===== src/rtl/uart_pkg.sv =====
// Shared definitions for the uart_tx arbiter: FSM state encoding and index-width helper.
// No logic of its own; imported by uart_tx_arb and rr_pick.
package uart_pkg;

    typedef enum logic [1:0] {
        S_IDLE = 2'd0,
        S_SEND = 2'd1,
        S_GAP  = 2'd2
    } state_t;

    // Width of a requester index; a single requester still needs one bit.
    function automatic int idx_w(input int n);
        return (n > 1) ? $clog2(n) : 1;
    endfunction

endpackage


===== src/rtl/rr_pick.sv =====
// Round-robin winner picker: lowest valid index at or above ptr, wrapping modulo N.
// Latency: purely combinational.
// Backpressure: none; any=0 when no bit of vld is set.
module rr_pick
    import uart_pkg::*;
#(
    parameter  int N = 3,
    localparam int W = idx_w(N)
) (
    input  logic [N-1:0] vld,
    input  logic [W-1:0] ptr,
    output logic         any,
    output logic [W-1:0] idx
);

    logic [W:0] cand;

    // Walk offsets from the far end so the nearest valid offset wins last.
    always_comb begin
        any  = 1'b0;
        idx  = '0;
        cand = '0;
        for (int k = N - 1; k >= 0; k--) begin
            cand = {1'b0, ptr} + (W + 1)'(k);
            if (cand >= (W + 1)'(N)) begin
                cand = cand - (W + 1)'(N);
            end
            if (vld[cand[W-1:0]]) begin
                any = 1'b1;
                idx = cand[W-1:0];
            end
        end
    end

endmodule


===== src/rtl/uart_tx_arb.sv =====
// Round-robin arbiter sharing one uart_tx among N character sources, with programmable idle gap.
// Latency: handshake to tx_ch_vld is 1 cycle; tx_done to tx_cpl is 1 cycle.
// Backpressure: req_rdy only in S_IDLE with en=1; at most one requester accepted per character.
module uart_tx_arb
    import uart_pkg::*;
#(
    parameter int N  = 3,
    parameter int GW = 8
) (
    input  logic                  clk,
    input  logic                  rst,
    input  logic                  en,
    input  logic [GW-1:0]         gap_cyc,
    input  logic [N-1:0]          req_vld,
    input  logic [8*N-1:0]        req_ch,
    output logic [N-1:0]          req_rdy,
    output logic [N-1:0]          tx_cpl,
    output logic                  tx_ch_vld,
    output logic [7:0]            tx_ch,
    input  logic                  tx_done,
    output logic                  busy,
    output logic [idx_w(N)-1:0]   gnt_id
);

    localparam int W = idx_w(N);

    state_t        state;
    state_t        state_nxt;
    logic [W-1:0]  rr_ptr;
    logic [W-1:0]  pick_idx;
    logic [W-1:0]  ptr_nxt;
    logic          pick_any;
    logic          grant;
    logic          send_done;
    logic [7:0]    pick_ch;
    logic [N-1:0]  gnt_oh;
    logic [GW-1:0] gap_cnt;

    rr_pick #(.N(N)) u_pick (
        .vld (req_vld),
        .ptr (rr_ptr),
        .any (pick_any),
        .idx (pick_idx)
    );

    assign grant     = en && pick_any && (state == S_IDLE);
    assign send_done = (state == S_SEND) && tx_done;
    assign ptr_nxt   = (pick_idx == W'(N - 1)) ? '0 : pick_idx + W'(1);
    assign busy      = (state != S_IDLE);

    // Winner's character, ready strobe and the completion one-hot for the held grant.
    always_comb begin
        pick_ch = '0;
        gnt_oh  = '0;
        req_rdy = '0;
        for (int i = 0; i < N; i++) begin
            if (pick_idx == W'(i)) begin
                pick_ch    = req_ch[8*i +: 8];
                req_rdy[i] = grant && !rst;
            end
            if (gnt_id == W'(i)) begin
                gnt_oh[i] = 1'b1;
            end
        end
    end

    always_comb begin
        state_nxt = state;
        case (state)
            S_IDLE:  if (grant) state_nxt = S_SEND;
            S_SEND:  if (tx_done) state_nxt = (gap_cyc == '0) ? S_IDLE : S_GAP;
            S_GAP:   if (gap_cnt == GW'(1)) state_nxt = S_IDLE;
            default: state_nxt = S_IDLE;
        endcase
    end

    always_ff @(posedge clk or posedge rst) begin
        if (rst) begin
            state     <= S_IDLE;
            rr_ptr    <= '0;
            gnt_id    <= '0;
            tx_ch     <= '0;
            tx_ch_vld <= 1'b0;
            tx_cpl    <= '0;
            gap_cnt   <= '0;
        end else begin
            state     <= state_nxt;
            tx_ch_vld <= grant;
            tx_cpl    <= send_done ? gnt_oh : '0;
            if (grant) begin
                tx_ch  <= pick_ch;
                gnt_id <= pick_idx;
                rr_ptr <= ptr_nxt;
            end
            // gap_cyc is captured once; later changes do not stretch or shorten the gap.
            if (send_done) begin
                gap_cnt <= gap_cyc;
            end else if (state == S_GAP) begin
                gap_cnt <= gap_cnt - GW'(1);
            end
        end
    end

endmodule


===== config.mk =====
export PLATFORM = sky130hd
export DESIGN_NAME = uart_tx_arb
export DESIGN_NICKNAME = d
export VERILOG_FILES = /design/src/rtl/uart_pkg.sv /design/src/rtl/rr_pick.sv /design/src/rtl/uart_tx_arb.sv
export SDC_FILE = /design/constraint.sdc
export NUM_CORES = 1
export LEC_CHECK = 0
export CAP_MARGIN = 10
export CORE_MARGIN = 2
export CORE_UTILIZATION = 40
export DETAILED_ROUTE_END_ITERATION = 16
export GPL_TIMING_DRIVEN = 0
export PLACE_DENSITY = 0.78
export SLEW_MARGIN = 20
export SYNTH_ARGS = -nofsm -noshare
export SYNTH_HDL_FRONTEND = slang
export SYNTH_SLANG_ARGS = --single-unit

===== constraint.sdc =====
create_clock -name clk -period 2.1 [get_ports clk]
set_input_delay 0.42 -clock clk [delete_from_list [all_inputs] [get_ports clk]]
set_output_delay 0.42 -clock clk [all_outputs]
set_load 0.02 [all_outputs]

# --- Word level (Yosys, flattened, before mapping) ---
# Cells that the tools add are included.
totals:
  ff_bits: 26
  latch_bits: 0
  ram_bits: 0
  romBits: 0
  inputBits: 39
  memories: 0
op_classes:
  addsub: 7
  mul: 0
  div: 0
  order_cmp: 6
  n_eq_ne: 10
  n_shift: 0
  mux: 33
  n_bitwise: 0
  reduce_logical: 12
ops:
  columns: ["cell", "n"]
  rows:
  - ["8-bit 2-to-1 mux", 5]
  - ["2-bit 2-to-1 mux", 11]
  - ["1-bit 2-to-1 mux", 12]
  - ["2-bit by 3-bit less-than comparator with 1-bit output (second input constant)", 3]
  - ["8-bit by 1-bit == test with 1-bit output (second input constant)", 1]
  - ["8-bit logical NOT", 1]
  - ["8-bit by 1-bit subtractor with 8-bit output (second input constant)", 1]
  - ["1-bit binary-select mux with 2-bit select", 3]
  - ["2-bit by 1-bit == test with 1-bit output (second input constant)", 3]
  - ["2-bit == test (second input constant)", 3]
  - ["3-bit by 2-bit greater-or-equal comparator with 1-bit output (second input constant)", 2]
  - ["2-bit logical NOT", 3]
  - ["2-bit inequality test (second input constant)", 3]
  - ["2-bit one-hot mux with 3 select lines", 1]
  - ["2-bit subtractor (second input constant)", 3]
  - ["1-bit logical AND", 4]
  - ["2-bit nonzero test", 2]
  - ["2-bit by 1-bit adder with 3-bit output (second input constant)", 1]
  - ["2-bit by 2-bit adder with 3-bit output (second input constant)", 1]
  - ["3-bit 2-to-1 mux", 1]
  - ["3-bit AND reduction", 1]
  - ["2-bit by 1-bit adder with 2-bit output (second input constant)", 1]
  - ["2-bit greater-or-equal comparator (second input constant)", 1]
  - ["1-bit logical NOT", 1]

# --- Longest topological paths before layout ---
# Gate-level depths: netlist (run 1).
logic_depth:
  depth_word: 12
  depth_mapped: 10
  mapped_depth_nobuf: 8

# --- Hierarchy ---
# Synthesis (run 1) repeated with hierarchy kept, for this count alone.
unflattened:
  hier_cells: 164
  area_unflattened_um2: 1539.0
by_module_without_submodules:
  columns: ["module", "n_inst", "cells_per_inst", "area_each_um2", "seq_area_each_um2"]
  rows:
  - ["uart_tx_arb", 1, 137, 1347.5, 650.6]
  - ["rr_pick", 1, 27, 191.4, 0.0]

# --- Worst setup path before layout (run 1) ---
# Ideal clock, no wire load.
synth_timing:
  path_type: "flip-flop to output port"
  start: "register rr_ptr[0]"
  end: "output req_rdy[0]"
  arrival_ps: 2196
  required_time_ps: 1680
  path_slack_ps: -516
  stages_incl_launch_ff: 9
  path_cell_list: "dfrtp_1 -> inv_1 -> ha_1 -> buf_6 -> a21bo_2 -> a21oi_2 -> o311ai_4 -> buf_4 -> nor4_1"
synth_between:
  elab_chain_cells: 12
synth_rtl:
  columns: ["item", "line", "rtl"]
  rows:
  - ["start, declared", "uart_tx_arb.sv:29", "logic [W-1:0] rr_ptr;"]
  - ["start signal, assigned", "uart_tx_arb.sv:93", "rr_ptr <= ptr_nxt;"]
  - ["2-bit by 2-bit adder with 3-bit output", "rr_pick.sv:24", "cand = {1'b0, ptr} + (W + 1)'(k);"]
  - ["3-bit by 2-bit greater-or-equal comparator with 1-bit output / 2-bit subtractor (equally long branches)", "rr_pick.sv:25, rr_pick.sv:26", null]
  - ["2-bit 2-to-1 mux", "rr_pick.sv:25", "if (cand >= (W + 1)'(N)) begin"]
  - ["1-bit binary-select mux with 2-bit select", "rr_pick.sv:28", "if (vld[cand[W-1:0]]) begin"]
  - ["1-bit 2-to-1 mux (not written as such)", "rr_pick.sv:28", null]
  - ["1-bit 2-to-1 mux (3 in series)", "rr_pick.sv:28", null]
  - ["1-bit logical AND (2 in series)", "uart_tx_arb.sv:46", "assign grant = en && pick_any && (state == S_IDLE);"]
  - ["1-bit logical AND", "uart_tx_arb.sv:59", "req_rdy[i] = grant && !rst;"]
  - ["1-bit 2-to-1 mux (*)", "uart_tx_arb.sv:57", "if (pick_idx == W'(i)) begin"]
  - ["end, declared", "uart_tx_arb.sv:16", "output logic [N-1:0] req_rdy,"]
# Every way passes the cells marked *; elsewhere a longest branch is shown, timed or not. The select of a mux whose other input is x is not followed.

# --- Worst setup path in the final report (run 1) ---
layout_timing:
  start: "register rr_ptr[1]"
  end: "output req_rdy[1]"
# The elaborated chain is that of the path after synthesis.

==> flow_summary.yaml, run 1 <==
clock_network:
  cts.sinks: 26
  cts_tree: "yes"
  cts_max_level: 1
  hold_buffers: 0
  insertion_delay_ns: 0.28
  path_clk_slew_ns: 0.10
  numCtsBuffers: 3
  cts_buffer_depth: 2
  cts_root_buf: "clkbuf_8"
critical_path:
  reg2reg_to: "tx_ch[1]$_DFFE_PP0P_"
  r2r_slack_ns: -0.10
  slowest_stage: "dfrtp_2"
  worst-path-stages: 7
  crit_fanout: 8
  endpoint: "req_rdy[1]"
  cp-start-kind: "flip-flop"
  critPathCaptureType: "primary output"
  worstPathRequired_ns: 1.68
  slowest_delay_ns: 0.45
  worst-path-buf-inv: 2
  crit_family: "compound AO/OA/AOI/OAI gates"
  r2r_start: "rr_ptr[1]$_DFFE_PP0P_"
  crit_type: "reg2out"
  path_cells: "ha_4 -> mux2i_2 -> o22ai_2 -> o311ai_4 -> inv_2 -> and3_4 -> buf_6"
  reg2regPathDepth: 9
  worstPathArrival_ns: 2.24
  worstSetupStartpoint: "rr_ptr[1]$_DFFE_PP0P_"
final_layout:
  drive_gt1_share_pct: 27.5
  nNetsFinal: 285
  n_antenna_cell: 0
  area_growth_pct: 54.3
logic_synthesis:
  ys_types: 46
  syn-num-nets: 213
  syn-cell-area_um2: 1670
  synth_seq_cells: 26
  ys.flop_type: "dfrtp_1"
  avgSynthCellArea_um2: 9.89
  async_flop_share_pct: 100
  yosysSeqAreaShare_pct: 38.9
  synth_edf_count: 0
  postSynthCellCount: 169
  ys.warnings.count: 0
sta:
  relSlewSlack_pct: 60.2
  min_period_ns: 2.66
  post-route-period-util_pct: 127
  setup_viol: 12
  hold_violations: 0
  setup_slack_ns: -0.561
  holdWs_ns: 0.494
  rsz0062_at_grt: "true"
  fin_setup_tns_ns: -2.14
  max_freq_ghz: 0.376
  clock-skew-final_ns: 0.00205
  tightest_slew_ns: 0.595
  drv_slew: 0
outcome:
  status: "finished with violations"
  violations: "negative setup slack"
power_and_ir_drop:
  p_leak_uw: 0.00109
  p_int_uw: 2070
  p_per_area_nw_per_um2: 1340
  p_clk_share_pct: 12.5
  sw_frac_of_total_pct: 40.4
  ir_drop_uv: 886
  p_comb_share_pct: 61.7
  p_switching_uw: 1400
  seqPwrFrac_pct: 25.7
global_route:
  overflow: 0
  grt_pass1_wl_um: 6610
  grtUsageTotal_pct: 18.8
  antenna_found_initial: 0
  grt_max_degree: 29
  grt_pass1_vias: 1445
die:
  die_y_um: 68.6
  row_count: 23
  ios: 57
  core_um2: 4000
  die_w_um: 68.6
  die_area_um2: 4710
  start_util_pct: 41.8
routing:
  avgViaCountPerCell: 5.30
  ant_nets: 0
  finalWirelength_um: 4230
  firstDrtPassIters: 4
  vias: 1537
  wl_per_cell_um: 14.6
  drc_errors: 0
  drt_iter0_drc: 82
place:
  place.gp.congestion: 0.764
  dp_hpwl_um: 2880
  io_buffers: 56
min_path:
  hold_path.class: "reg2reg"
job:
  cap_viol_max_count: 0
-- worst reg2reg max path: stages, from the launching register on --
cell	delay (ns)
dfrtp_2	0.45
ha_4	0.34
mux2i_2	0.23
o22ai_2	0.12
o311ai_4	0.39
inv_2	0.11
buf_4	0.15
buf_4	0.13
nand3_2	0.08
o211ai_2	0.09
-- timing repair --
item	in CTS	in global routing
buffers inserted	6	6
pin swaps	5	11
gates cloned	0	1
endpoints found under the setup margin	13	13
gates resized for setup	25	13
-- cell families after synthesis --
| kind of cell | count (synthesis) | share of synthesized area (%) |
|---|---|---|
| buf+inv | 19 | 7.18 |
| simple gates | 68 | 22.0 |
| flops | 26 | 38.9 |
| fa+ha+maj | 5 | 3.74 |
| mux | 10 | 5.99 |
| compound gates | 41 | 22.2 |
-- per-stage QoR --
stage | std cells | power [µW] | util [%] | setup slack (ns) | instance area [µm²]
after global routing | 290 | 3720 | 64.5 | -0.681 | 2580
after floorplan | 169 | 2180 | - | -0.132 | 1720
final | 290 | 3470 | 64.5 | -0.561 | 2580
after detailed placement | 275 | 2750 | 58.5 | -1.03 | 2340
after CTS | 284 | 3320 | 61.7 | -0.529 | 2470
after global placement | 275 | 2710 | 58.5 | -1.01 | 2340
-- metal layers --
metal / GRT usage [%] / part of all wire (%)
met1: 24.4 / 41
met4: 7.75 / 2.0
met2: 29.1 / 49
met5: 0 / 0
met3: 5.52 / 7.6
-- power groups by stage --
stage | sequential [µW] | combinational, µW | clock [µW]
3_5_place_dp | 893 | 1850 | 0
6_report | 892 | 2140 | 435
2_1_floorplan | 988 | 1200 | 0
5_1_grt | 922 | 2340 | 455
4_1_cts | 888 | 1990 | 442
3_3_place_gp | 887 | 1820 | 0
-- layout by cell type (no fill, tap or decap), types with 4 or more instances in the layout --
cell              n
dfrtp_1          25
a21oi_1           6
o21ai_0           4
o211ai_2          7
inv_1             6
mux2i_1           9
buf_6             9
clkdlybuf4s50_1  53
nor2_1            9
nor3_1            4
nand3_2           4
buf_4            11
nand3_1           5
nor3b_1           4
nand2_1          21
-- worst min-delay path by stage --
stage / startpoint / to / slack, ns / cells after the start
3_3_place_gp: tx_ch[0]$_DFFE_PP0P_ / tx_ch[0]$_DFFE_PP0P_ / 0.47 / 2
5_1_grt: tx_ch[4]$_DFFE_PP0P_ / tx_ch[4]$_DFFE_PP0P_ / 0.51 / 2
2_1_floorplan: gap_cnt[7]$_DFFE_PP0P_ / gap_cnt[7]$_DFFE_PP0P_ / 0.46 / 2
4_1_cts: tx_ch[6]$_DFFE_PP0P_ / tx_ch[6]$_DFFE_PP0P_ / 0.50 / 2
3_5_place_dp: tx_ch[6]$_DFFE_PP0P_ / tx_ch[6]$_DFFE_PP0P_ / 0.48 / 2
6_report: tx_ch[6]$_DFFE_PP0P_ / tx_ch[6]$_DFFE_PP0P_ / 0.49 / 2
-- cell type report --
class	instances	area, µm²
clock buffer	3	41.3
inverter	10	41.3
timing repair buffer	68	679
multi-input combinational	124	995
tap	50	62.6
buffer	8	78.8
fill	320	1420
sequential	26	652
clock inverter	1	30.0
-- Yosys cell counts (all sizes together) (4+ instances only) --
library cell / instances / area, µm²
a21oi: 7 / 38.8
buf: 8 / 78.8
dfrtp: 26 / 651
ha: 5 / 62.6
inv: 10 / 37.5
mux2i: 10 / 100
nand2: 22 / 82.6
nand2b: 5 / 46.3
nand3: 9 / 55.1
nor2: 9 / 33.8
nor3: 4 / 20.0
nor3b: 4 / 30.0
o211ai: 8 / 95.1
o21ai: 8 / 40.0
-- registers in the layout (all words and copies together), names as in the netlist --
register and flops:
rr_ptr 2, gap_cnt 8, tx_ch_vld 1, tx_ch 8
state 2, tx_cpl 3, gnt_id 2
(Power assumes the default switching activity.)
==> inputs of run 2 (changes only) <==
SETUP_SLACK_MARGIN = 0.1   (was not set)
SLEW_MARGIN = 10   (was 20)
==> run 2 against run 1 <==
Against the previous run:
- the flow still finishes with violations (negative setup slack)
- total power increased by 6.9%
- core utilization increased by 2.5 points
- global-route usage increased by 2.4 points
- setup slack got worse by 0.025 ns
==> flow_summary.yaml, run 2 (same netlist as run 1, synthesis figures left out) <==
outcome:
  status: "finished with violations"
  violations: "negative setup slack"
place:
  dp_hpwl_um: 2880
  dpl_worst_slack_ns: -1.03
  io_buffers: 56
  placed_area_um2: 2340
  place.gp.congestion: 0.764
sta:
  drv_slew: 0
  relSlewSlack_pct: 59.9
  min_period_ns: 2.69
  setup_slack_ns: -0.586
  rsz0062_at_grt: "true"
  post-route-period-util_pct: 128
  tightest_slew_ns: 0.600
  hold_violations: 0
  clock-skew-final_ns: 0.00331
  setup_viol: 16
  max_freq_ghz: 0.372
power_and_ir_drop:
  p_clk_share_pct: 11.8
  ir_drop_uv: 710
  p_comb_share_pct: 63.9
  p_per_area_nw_per_um2: 1380
  finalPower_uw: 3710
  p_switching_uw: 1500
  p_leak_uw: 0.00114
  sw_frac_of_total_pct: 40.5
  seqPwrFrac_pct: 24.3
  p_int_uw: 2210
die:
  die_area_um2: 4710
  row_count: 23
  start_util_pct: 41.8
  die_w_um: 68.6
  core_um2: 4000
  ios: 57
  die_y_um: 68.6
routing:
  finalWirelength_um: 4650
  met3WireLength_um: 304
  firstDrtPassIters: 4
  met2_wirelength_um: 2260
  wl_per_cell_um: 15.8
  vias: 1575
  ant_nets: 0
  drc_errors: 0
  avgViaCountPerCell: 5.34
  top_layer: "met4"
  routedLengthMet1_um: 2020
  drt_iter0_drc: 85
clock_network:
  cts_tree: "yes"
  numCtsBuffers: 3
  cts_root_buf: "clkbuf_8"
  insertion_delay_ns: 0.28
  cts.sinks: 26
  cts_buffer_depth: 2
  hold_buffers: 0
  cts_max_level: 1
  path_clk_slew_ns: 0.10
final_layout:
  fin_area_um2: 2680
  drive_gt1_share_pct: 31.0
  nNetsFinal: 290
  area_growth_pct: 60.4
  top_regs: "gap_cnt x8, tx_ch x8, tx_cpl x3"
  n_antenna_cell: 0
  mostFrequentLayoutCell: "clkdlybuf4s50_1"
  mostFrequentLayoutCells: "52 x clkdlybuf4s50_1, 25 x dfrtp_1, 20 x nand2_1, 18 x buf_6, 9 x mux2i_1"
global_route:
  grt_max_degree: 29
  antenna_found_initial: 0
  grt_pass1_vias: 1528
  overflow: 0
  grt_pass1_wl_um: 7310
  grtUsageTotal_pct: 21.2
critical_path:
  worstPathArrival_ns: 2.27
  crit_fanout: 8
  critPathCaptureType: "primary output"
  worstPathRequired_ns: 1.68
  crit_type: "reg2out"
  slowest_stage: "dfrtp_1"
  path_cells: "inv_2 -> ha_4 -> buf_8 -> mux2i_2 -> o22ai_2 -> o311ai_4 -> buf_6 -> nor4_4 -> buf_4"
  cp-start-kind: "flip-flop"
  slowest_delay_ns: 0.41
job:
  cap_viol_max_count: 0
min_path:
  hold_path.class: "reg2reg"
-- run 2: changes by cell type in the layout (fill, tap and decap cells not counted), moves of 2 or more --
cell / change
buf_4: -5
buf_6: +9
nand3_1: -3
nand3_2: +3
nor2_1: -2
nor2_2: +2
o21ai_1: -2
-- run 2: worst max-delay path: cells and delay by family (launching register included) --
kind | cells | cell delay (ns)
mux | 1 | 0.14
buf+inv | 4 | 0.57
compound gates | 2 | 0.40
flops | 1 | 0.41
fa+ha+maj | 1 | 0.21
simple gates | 1 | 0.25
-- run 2: routing by layer --
metal | track usage, % | vias up
li1 | - | 758
met1 | 27.5 | 751
met2 | 34.6 | 59
met3 | 5.03 | 7
met4 | 6.75 | 0
met5 | 0 | -
-- run 2: power groups by stage --
stage / Combinational [µW] / Sequential, µW / Clock (µW)
after global routing: 2550 / 931 / 457
final: 2370 / 900 / 439
after detailed placement: 1850 / 893 / 0
after floorplan: 1200 / 988 / 0
after CTS: 2290 / 890 / 442
after global placement: 1820 / 887 / 0
-- run 2: timing repair --
| action | in CTS | in global routing |
|---|---|---|
| pin swaps | 11 | 12 |
| setup buffers | 17 | 1 |
| gates cloned | 2 | 0 |
| hold endpoints to repair | 0 | 0 |
| endpoints found under the setup margin | 15 | 17 |
| resized for setup | 48 | 7 |
-- run 2: final timing paths --
path                                         endpoint  slack [ns]                  start  depth (start not counted)
min in group asynchronous        tx_ch[2]$_DFFE_PP0P_        0.62                    rst                          2
worst min register to register   tx_ch[6]$_DFFE_PP0P_        0.51   tx_ch[6]$_DFFE_PP0P_                          2
worst max register to register   tx_ch[1]$_DFFE_PP0P_       -0.37  rr_ptr[0]$_DFFE_PP0P_                         15
max in group asynchronous       rr_ptr[1]$_DFFE_PP0P_        1.10                    rst                          2
worst max-delay path                       req_rdy[0]       -0.59  rr_ptr[0]$_DFFE_PP0P_                          9
worst min-delay path             tx_ch[6]$_DFFE_PP0P_        0.51   tx_ch[6]$_DFFE_PP0P_                          2
-- run 2: metrics by stage --
| step | cells | hold slack, ns | setup TNS, ns | utilization, % |
|---|---|---|---|---|
| CTS | 295 | 0.502 | -3.95 | 66.5 |
| detailed placement | 275 | 0.479 | -4.43 | 58.5 |
| global placement | 275 | 0.471 | -4.28 | 58.5 |
| finish | 295 | 0.507 | -4.20 | 67.0 |
| global route | 295 | 0.524 | -5.73 | 67.0 |
| floorplan | 169 | 0.456 | -0.217 | - |
-- run 2: final cells by class --
type | instances | area (µm²)
plain buffers | 9 | 93.8
clock buffers | 3 | 41.3
clock inverters | 1 | 30.0
fillers | 314 | 1320
inverters | 10 | 41.3
multi-input cells | 124 | 1010
flip-flops and latches | 26 | 652
well taps | 50 | 62.6
repair buffers | 72 | 748
